[src/rtl/ex_demux_pkg.sv]
// ---------------------------------------------------------------------------
// ex_demux_pkg
// Shared types and constants for the EX-stage result demultiplexer.
//   - default widths for data, channel count, select and drop counter
//   - named destination select codes (sel 0 and 1 both address ch0)
//   - channel buffer state encoding
//   - sel_to_ch(): maps a select code onto {valid, channel index}
// ---------------------------------------------------------------------------
package ex_demux_pkg;

  localparam int DEF_DATA_W = 32;
  localparam int DEF_NUM_CH = 10;
  localparam int DEF_SEL_W  = 4;
  localparam int DEF_CNT_W  = 16;
  localparam int CH_IDX_W   = 4;

  // Destination select codes. Codes 11..15 have no destination.
  localparam logic [3:0] SEL_CH0       = 4'd0;
  localparam logic [3:0] SEL_CH0_ALT   = 4'd1;
  localparam logic [3:0] SEL_CH1       = 4'd2;
  localparam logic [3:0] SEL_CH2       = 4'd3;
  localparam logic [3:0] SEL_CH3       = 4'd4;
  localparam logic [3:0] SEL_CH4       = 4'd5;
  localparam logic [3:0] SEL_CH5       = 4'd6;
  localparam logic [3:0] SEL_CH6       = 4'd7;
  localparam logic [3:0] SEL_CH7       = 4'd8;
  localparam logic [3:0] SEL_CH8       = 4'd9;
  localparam logic [3:0] SEL_CH9       = 4'd10;
  localparam logic [3:0] SEL_MAX_VALID = 4'd10;

  typedef enum logic {
    CH_EMPTY = 1'b0,
    CH_FULL  = 1'b1
  } ch_state_t;

  typedef struct packed {
    logic                valid;
    logic [CH_IDX_W-1:0] idx;
  } ch_sel_t;

  // Decode a select code into {valid, channel index}.
  function automatic ch_sel_t sel_to_ch(input logic [3:0] sel);
    ch_sel_t res;
    res.valid = 1'b0;
    res.idx   = 4'd0;
    case (sel)
      SEL_CH0, SEL_CH0_ALT: begin res.valid = 1'b1; res.idx = 4'd0; end
      SEL_CH1: begin res.valid = 1'b1; res.idx = 4'd1; end
      SEL_CH2: begin res.valid = 1'b1; res.idx = 4'd2; end
      SEL_CH3: begin res.valid = 1'b1; res.idx = 4'd3; end
      SEL_CH4: begin res.valid = 1'b1; res.idx = 4'd4; end
      SEL_CH5: begin res.valid = 1'b1; res.idx = 4'd5; end
      SEL_CH6: begin res.valid = 1'b1; res.idx = 4'd6; end
      SEL_CH7: begin res.valid = 1'b1; res.idx = 4'd7; end
      SEL_CH8: begin res.valid = 1'b1; res.idx = 4'd8; end
      SEL_CH9: begin res.valid = 1'b1; res.idx = 4'd9; end
      default: begin res.valid = 1'b0; res.idx = 4'd0; end
    endcase
    return res;
  endfunction

endpackage

[src/rtl/ex_result_demux_if.sv]
// ---------------------------------------------------------------------------
// ex_result_demux_if
// Bundles the producer handshake, the per-channel consumer handshakes and the
// drop status of ex_result_demux.
//   master : producer/consumer side (drives in_*, out_ready)
//   slave  : the demux itself
// Signals:
//   in_valid/in_ready/in_data/in_sel   producer handshake + destination
//   out_valid/out_ready/out_data       NUM_CH independent drain ports,
//                                      channel k at out_data[k*DATA_W +: DATA_W]
//   drop_pulse/drop_cnt                invalid-select status
// ---------------------------------------------------------------------------
interface ex_result_demux_if #(
  parameter int DATA_W = 32,
  parameter int NUM_CH = 10,
  parameter int SEL_W  = 4,
  parameter int CNT_W  = 16
);

  logic                     in_valid;
  logic                     in_ready;
  logic [DATA_W-1:0]        in_data;
  logic [SEL_W-1:0]         in_sel;
  logic [NUM_CH-1:0]        out_valid;
  logic [NUM_CH-1:0]        out_ready;
  logic [NUM_CH*DATA_W-1:0] out_data;
  logic                     drop_pulse;
  logic [CNT_W-1:0]         drop_cnt;

  modport master (
    output in_valid, in_data, in_sel, out_ready,
    input  in_ready, out_valid, out_data, drop_pulse, drop_cnt
  );

  modport slave (
    input  in_valid, in_data, in_sel, out_ready,
    output in_ready, out_valid, out_data, drop_pulse, drop_cnt
  );

endinterface

[src/rtl/ex_chan_buf.sv]
// ---------------------------------------------------------------------------
// ex_chan_buf
// One-entry result buffer for a single demux channel.
// Ports:
//   clk, rst_n            clock, synchronous active-low reset
//   load_en, load_data    write strobe from the demux (only issued when the
//                         buffer is empty or draining this cycle)
//   out_ready             consumer ready
//   out_valid, out_data   registered drain port; data is held until taken
// ---------------------------------------------------------------------------
module ex_chan_buf
  import ex_demux_pkg::*;
#(
  parameter int DATA_W = DEF_DATA_W
) (
  input  logic              clk,
  input  logic              rst_n,
  input  logic              load_en,
  input  logic [DATA_W-1:0] load_data,
  input  logic              out_ready,
  output logic              out_valid,
  output logic [DATA_W-1:0] out_data
);

  ch_state_t         state_r;
  ch_state_t         state_next_s;
  logic [DATA_W-1:0] data_r;

  // Buffer occupancy state register.
  always_ff @(posedge clk) begin
    if (!rst_n) begin
      state_r <= CH_EMPTY;
    end else begin
      state_r <= state_next_s;
    end
  end

  // Next occupancy: a load always wins, so drain+load keeps the buffer FULL.
  always_comb begin
    state_next_s = state_r;
    case (state_r)
      CH_EMPTY: begin
        if (load_en) begin
          state_next_s = CH_FULL;
        end else begin
          state_next_s = CH_EMPTY;
        end
      end
      CH_FULL: begin
        if (load_en) begin
          state_next_s = CH_FULL;
        end else if (out_ready) begin
          state_next_s = CH_EMPTY;
        end else begin
          state_next_s = CH_FULL;
        end
      end
      default: begin
        state_next_s = CH_EMPTY;
      end
    endcase
  end

  // Payload register; only a load changes it, so it is stable while stalled.
  always_ff @(posedge clk) begin
    if (!rst_n) begin
      data_r <= '0;
    end else if (load_en) begin
      data_r <= load_data;
    end else begin
      data_r <= data_r;
    end
  end

  assign out_valid = (state_r == CH_FULL);
  assign out_data  = data_r;

endmodule

[src/rtl/ex_result_demux.sv]
// ---------------------------------------------------------------------------
// ex_result_demux
// Registered 1:10 distributor for EX-stage results. A result accepted with a
// valid select lands in the addressed channel buffer one clock later; a
// result with an unmapped select is accepted, dropped and counted.
// Ports:
//   clk     clock
//   rst_n   synchronous active-low reset; holds in_ready low while asserted
//   bus     ex_result_demux_if.slave (producer handshake, NUM_CH drain
//           ports, drop_pulse / saturating drop_cnt)
// in_ready depends combinationally on the addressed channel's out_ready so a
// draining channel can be refilled in the same cycle.
// ---------------------------------------------------------------------------
module ex_result_demux
  import ex_demux_pkg::*;
#(
  parameter int DATA_W = DEF_DATA_W,
  parameter int NUM_CH = DEF_NUM_CH,
  parameter int SEL_W  = DEF_SEL_W,
  parameter int CNT_W  = DEF_CNT_W
) (
  input  logic               clk,
  input  logic               rst_n,
  ex_result_demux_if.slave   bus
);

  ch_sel_t                  decode_s;
  logic                     in_ready_s;
  logic                     accept_s;
  logic                     drop_s;
  logic [NUM_CH-1:0]        out_valid_s;
  logic [NUM_CH*DATA_W-1:0] out_data_s;
  logic                     drop_pulse_r;
  logic [CNT_W-1:0]         drop_cnt_r;

  assign decode_s = sel_to_ch(bus.in_sel);

  // Producer ready: unmapped selects are always taken; mapped ones need room.
  always_comb begin
    in_ready_s = 1'b0;
    if (!rst_n) begin
      in_ready_s = 1'b0;
    end else if (decode_s.valid) begin
      in_ready_s = !out_valid_s[decode_s.idx] | bus.out_ready[decode_s.idx];
    end else begin
      in_ready_s = 1'b1;
    end
  end

  assign accept_s = bus.in_valid & in_ready_s;
  assign drop_s   = accept_s & !decode_s.valid;

  for (genvar k = 0; k < NUM_CH; k++) begin : g_ch
    logic load_s;

    assign load_s = accept_s & decode_s.valid &
                    (decode_s.idx == CH_IDX_W'(k));

    ex_chan_buf #(
      .DATA_W (DATA_W)
    ) u_buf (
      .clk       (clk),
      .rst_n     (rst_n),
      .load_en   (load_s),
      .load_data (bus.in_data),
      .out_ready (bus.out_ready[k]),
      .out_valid (out_valid_s[k]),
      .out_data  (out_data_s[k*DATA_W +: DATA_W])
    );
  end

  // Drop status: one-cycle pulse and a counter that sticks at all-ones.
  always_ff @(posedge clk) begin
    if (!rst_n) begin
      drop_pulse_r <= 1'b0;
      drop_cnt_r   <= '0;
    end else begin
      drop_pulse_r <= drop_s;
      if (drop_s && (drop_cnt_r != {CNT_W{1'b1}})) begin
        drop_cnt_r <= drop_cnt_r + CNT_W'(1);
      end else begin
        drop_cnt_r <= drop_cnt_r;
      end
    end
  end

  assign bus.in_ready   = in_ready_s;
  assign bus.out_valid  = out_valid_s;
  assign bus.out_data   = out_data_s;
  assign bus.drop_pulse = drop_pulse_r;
  assign bus.drop_cnt   = drop_cnt_r;

endmodule

[src/flat_wrapper.sv]
// flat-port wrapper written by rule: the top's interface ports become plain ports
module ex_result_demux_flat import ex_demux_pkg::*;
#(
  parameter int DATA_W = DEF_DATA_W,
  parameter int NUM_CH = DEF_NUM_CH,
  parameter int SEL_W  = DEF_SEL_W,
  parameter int CNT_W  = DEF_CNT_W
)
  (clk, rst_n, bus_in_valid, bus_in_data, bus_in_sel, bus_out_ready, bus_in_ready, bus_out_valid, bus_out_data, bus_drop_pulse, bus_drop_cnt);
  ex_result_demux_if #(.DATA_W(DATA_W), .NUM_CH(NUM_CH), .SEL_W(SEL_W), .CNT_W(CNT_W)) bus_i ();
  input  logic clk;
  input  logic rst_n;
  input wire logic [$bits(bus_i.in_valid)-1:0] bus_in_valid;
  input wire logic [$bits(bus_i.in_data)-1:0] bus_in_data;
  input wire logic [$bits(bus_i.in_sel)-1:0] bus_in_sel;
  input wire logic [$bits(bus_i.out_ready)-1:0] bus_out_ready;
  output wire logic [$bits(bus_i.in_ready)-1:0] bus_in_ready;
  output wire logic [$bits(bus_i.out_valid)-1:0] bus_out_valid;
  output wire logic [$bits(bus_i.out_data)-1:0] bus_out_data;
  output wire logic [$bits(bus_i.drop_pulse)-1:0] bus_drop_pulse;
  output wire logic [$bits(bus_i.drop_cnt)-1:0] bus_drop_cnt;
  assign bus_i.in_valid = bus_in_valid;
  assign bus_i.in_data = bus_in_data;
  assign bus_i.in_sel = bus_in_sel;
  assign bus_i.out_ready = bus_out_ready;
  assign bus_in_ready = bus_i.in_ready;
  assign bus_out_valid = bus_i.out_valid;
  assign bus_out_data = bus_i.out_data;
  assign bus_drop_pulse = bus_i.drop_pulse;
  assign bus_drop_cnt = bus_i.drop_cnt;
  ex_result_demux #(.DATA_W(DATA_W), .NUM_CH(NUM_CH), .SEL_W(SEL_W), .CNT_W(CNT_W)) u_core (.clk(clk), .rst_n(rst_n), .bus(bus_i));
endmodule
[config.mk]
export PLATFORM = sky130hd
export DESIGN_NAME = ex_result_demux_flat
export DESIGN_NICKNAME = d
export VERILOG_FILES = /design/src/rtl/ex_demux_pkg.sv /design/src/rtl/ex_result_demux_if.sv /design/src/rtl/ex_chan_buf.sv /design/src/rtl/ex_result_demux.sv /design/src/flat_wrapper.sv
export SDC_FILE = /design/constraint.sdc
export NUM_CORES = 1
export LEC_CHECK = 0
export BUFFER_PORTS_ARGS = -buffer_cell sky130_fd_sc_hd__buf_2
export CORE_AREA = 2 2 163 165
export DETAILED_ROUTE_END_ITERATION = 6
export DIE_AREA = 0 0 165 167
export PLACE_DENSITY = 0.79
export SYNTH_ARGS = -nofsm -noshare
export SYNTH_HDL_FRONTEND = slang
export SYNTH_SLANG_ARGS = --single-unit
[constraint.sdc]
create_clock -name clk -period 4.4 [get_ports clk]
set_input_delay 0.88 -clock clk [delete_from_list [all_inputs] [get_ports clk]]
set_output_delay 0.88 -clock clk [all_outputs]
set_load 0.01 [all_outputs]
## Word-level counts from Yosys, hierarchy flattened

Memory sizes are Yosys's and may differ from the RTL's.
Cells that the tools add are included.

- Register bits after elaboration: 347
- Logic and storage cells: 109
- Input bits: 49
- Memories kept: 1
- Memory bits (read-only): 80

Memories:

| memory | words | width | rd ports | clocked after Yosys merged registers in | wr ports | line | RTL |
|---|---|---|---|---|---|---|---|
| (name not given) | 16 | 5 | 1 | 0 | 0 | ex_demux_pkg.sv:46 | `case (sel)` |

- Reductions and logical operators: 4
- Multiplexer cells: 46
- Bitwise gates (word level): 24
- Equal/unequal tests: 10
- $add $sub $neg: 1
- Magnitude comparators: 1

Operators with widths:

| cell | count |
|---|---|
| $mux 1 | 34 |
| $pmux 1 s2 | 10 |
| $add 16x1->16 const B | 1 |
| $eq 4x3->1 const B | 4 |
| $ne 16x16->1 const B | 1 |
| $and 1x1->1 | 13 |
| $not 1->1 | 10 |
| $bmux 1 s4 | 2 |
| $eq 4x2->1 const B | 2 |
| $eq 4x4->1 const B | 2 |
| $lt 4x5->1 const B | 1 |
| $eq 4x1->1 const B | 1 |
| $logic_not 4->1 | 1 |
| $logic_not 1->1 | 2 |
| $logic_and 1x1->1 | 1 |
| $or 1x1->1 | 1 |

## Depth between registers and ports, before layout

An unclocked memory read counts as a cell.

- Depth in word-level cells: 12
- Gate-level depth with buffers: 13

## Hierarchy

From an unflattened synthesis, not the netlist that was laid out.

- Cells, all modules: 1223
- Area total of the unflattened synthesis: 13990.9 µm²

By module, submodules not included:

| module | cells each | seq. area each (µm²) | instances | area an instance (µm²) |
|---|---|---|---|---|
| ex_chan_buf | 106 | 660.6 | 10 | 1277.5 |
| ex_result_demux | 163 | 340.3 | 1 | 1216.2 |

## Worst setup path before layout

No wires, ideal clock.

- Kind: input to output
- Start: input port bus_in_sel[0]
- End: output port bus_in_ready
- Data required time: 3.520 ns
- Cell stages on the path: 9
- Buffers on the path: 1
- Arrival: 2.772 ns
- Slack: 0.748 ns
- Cell sequence: inv_1 ha_1 nand2b_1 a21oi_2 nor3_1 or4_4 and4_1 buf_6 nor2b_1

- Word-level cells in the longest chain between the ends: 7
- Elaborated cells on any way between the ends: 9

Ends and longest elaborated chain:

| item | line | RTL |
|---|---|---|
| from (decl) | flat_wrapper.sv:15 | `input wire logic [$bits(bus_i.in_sel)-1:0] bus_in_sel;` |
| $mem_v2 16x5 (*) | - |  |
| $bmux 1 s4 | ex_result_demux.sv:44 | `in_ready_s = !out_valid_s[decode_s.idx] \| bus.out_ready[decode_s.idx];` |
| $mux 1 (implied by the code) | ex_result_demux.sv:44 |  |
| $logic_not 1->1 | ex_result_demux.sv:44 |  |
| $or 1x1->1 | ex_result_demux.sv:44 |  |
| $mux 1 (*) | ex_result_demux.sv:43 | `end else if (decode_s.valid) begin` |
| $mux 1 (*) | ex_result_demux.sv:41 | `if (!rst_n) begin` |
| to (decl) | flat_wrapper.sv:17 | `output wire logic [$bits(bus_i.in_ready)-1:0] bus_in_ready;` |

Every way passes the cells marked *; elsewhere a longest branch is shown, timed or not. The select of a mux whose other input is x is not followed.

## Final worst setup path

Same ends and word-level chain as after synthesis.

==> reports/metrics.yaml <==
status:
  status: "finished, final reports clean"
logic_synthesis:
  syn_nets: 1387
  synth_flop_cell: "dfxtp_1"
  ys_warn_count: 0
  ys_seq_area_share_pct: 53.4
  synthCells: 1332
  syn_area_um2: 13000
  synth.avg_cell_area_um2: 9.77
  yosys_register_bits: 347
  synth_edf_count: 0
  ys_types: 50
  async_reset_ff_share_pct: 0
floorplanning:
  die_w_um: 165
  die_h_um: 167
  start_util_pct: 50.5
  die_area_um2: 27600
  io_pins: 397
  rows: 59
  core_area_um2: 25800
cells_and_area:
  diodes: 0
  syn_to_final_growth_pct: 25.4
  finalNonFillerCells: 2053
  nNetsFinal: 1749
  layout_common_cells: "411 x nand2_1, 395 x buf_2, 347 x dfxtp_1"
  drive_gt1_share_pct: 28.3
  final_common_cell: "nand2_1"
route:
  wl_met1_um: 15300
  drc: 0
  drtPass1Iterations: 5
  antenna_left: 0
  vias_per_cell: 5.24
  wirelength_um: 37800
  wl_met2_um: 18400
  routed.top_layer: "met4"
  num_vias: 10700
  wl_per_cell_um: 18.4
  routed-wl-met3_um: 2780
  drt_iter0_markers: 881
global_routing:
  grt_pass1_wl_um: 57300
  grt_max_degree: 134
  grt_pass1_vias: 10400
  grt_overflow: 0
  antenna_found_initial: 0
  track_usage_pct: 26.4
cts:
  ctsHoldBuffers: 0
  clk_pin_slew_ns: 0.06
  postCtsSetupBuffers: 0
  clk_latency_ns: 0.51
  clock_path_buffers: 3
  htree_levels: 2
  cts_resized: 0
  root_buffer: "clkbuf_16"
  clock_sinks: 347
  cts_made_buffers: 36
  cts_tree: "yes"
sta:
  hold_viol: 0
  tns_ns: 0
  finalClockSkew_ns: 0.0116
  drv_slew: 0
  relSlewSlack_pct: 45.9
  rsz0062_at_grt: "false"
  worstMarginPinSlew_ns: 0.812
  fmax_ghz: 0.241
  period_share_pct: 94.2
  setup_viol: 0
  fin_crit_ns: 4.15
place:
  dp_cells: 1991
  io_buffers: 396
  place_hpwl_um: 25900
  place_congestion: 0.847
power:
  p_seq_share_pct: 49.0
  combinationalPowerShare_pct: 4.9
  power.leakage_nw: 7.92
  switching_share_pct: 22.5
  power.density_nw_per_um2: 399
  p_int_w: 0.00504
  p_sw_w: 0.00146
  ir_worst_vdd_v: 0.000287
  pwr-share-clk_pct: 46.1
worst_setup_path:
  end_kind: "output pin"
  worstPathArrival_ns: 3.27
  cp.required_ns: 3.52
  critPathKind: "primary input to output pin"
  critPathMaxFanout: 7
  worstSetupStartpointType: "primary input"
job:
  cap_violations: 0
worst_hold_path:
  hp-class: "flip-flop to flip-flop"
[registers in the layout (all words and copies together) (netlist names)]
register / flops
u_core.g_ch.u_buf.out_data: 320
u_core.bus.drop_pulse: 1
u_core.g_ch.u_buf.out_valid: 10
u_core.bus.drop_cnt: 16
[power by group through the flow]
stage                     clock [W]  sequential (W)  combinational (W)
after detailed placement          0         0.00326           0.000317
final                       0.00300         0.00319           0.000321
after global routing        0.00318         0.00319           0.000344
after CTS                   0.00304         0.00319           0.000319
after floorplan                   0         0.00327           0.000175
after global placement            0         0.00325           0.000317
[through the flow]
| stage | worst slack, ns | util [%] | area [um2] | power (W) | hold slack [ns] |
|---|---|---|---|---|---|
| after global placement | 0.289 | 58.8 | 15200 | 0.00357 | 0.438 |
| after global routing | 0.105 | 63.3 | 16300 | 0.00671 | 0.469 |
| after detailed placement | 0.285 | 58.8 | 15200 | 0.00357 | 0.443 |
| after floorplan | 0.748 | - | 13000 | 0.00344 | 0.449 |
| after CTS | 0.274 | 63.3 | 16300 | 0.00654 | 0.453 |
| final | 0.254 | 63.3 | 16300 | 0.00651 | 0.451 |
[worst max-delay path, cell delays in order]
cell	delay, ns
buf_2	0.11
inv_1	0.10
ha_1	0.40
nand2b_1	0.22
a21oi_2	0.27
nor3_1	0.10
or4_4	0.53
and4_1	0.33
nor2b_1	0.15
buf_2	0.16
[synthesized netlist by cell type, types with 10 or more instances]
library cell / instances / area share, %
dfxtp_1: 347 / 53
buf_4: 17 / 0.98
buf_6: 10 / 0.87
nor2b_1: 11 / 0.53
clkbuf_1: 53 / 1.5
o21ai_0: 72 / 2.8
buf_2: 14 / 0.54
nand2_1: 411 / 12
and2_1: 13 / 0.62
nand3b_1: 10 / 0.58
mux2i_1: 257 / 20
nand3_1: 13 / 0.50
[layout make-up]
cell class | count | area, um2
flip-flops and latches | 347 | 6950
clock inverters | 9 | 114
repair buffers | 421 | 2220
multi-input cells | 881 | 5550
inverters | 7 | 26.3
fillers | 2131 | 9450
clock buffers | 53 | 1050
well taps | 335 | 419
[logic make-up (layout without fill, tap and decap cells)]
group	count (synthesis)	count (layout)	synth area share, %
AOI/OAI and AO/OA	109	109	4.93
muxes	257	257	19.8
buffers and inverters	104	490	4.20
adders and majority gates	6	6	0.577
and+or+nand+nor	497	497	16.4
xor gates and xnor gates	12	12	0.807
DFF	347	347	53.4
[final timing paths]
check | cells after the start | slack (ns) | endpoint | from
setup / recovery | 10 | 0.25 | bus_in_ready | bus_in_sel[0]
hold / removal | 2 | 0.45 | u_core.g_ch[2].u_buf.out_data[5] | u_core.g_ch[2].u_buf.out_data[5]
setup reg to reg | 7 | 1.92 | u_core.g_ch[7].u_buf.out_data[4] | u_core.g_ch[4].u_buf.out_valid
hold reg to reg | 2 | 0.45 | u_core.g_ch[2].u_buf.out_data[5] | u_core.g_ch[2].u_buf.out_data[5]
[per-layer routing]
| metal | global-route usage [%] | up-vias |
|---|---|---|
| li1 | - | 5150 |
| met1 | 31.1 | 5101 |
| met2 | 45.9 | 421 |
| met3 | 6.65 | 76 |
| met4 | 10.1 | 0 |
| met5 | 0 | - |
(Power assumes the default switching activity.)
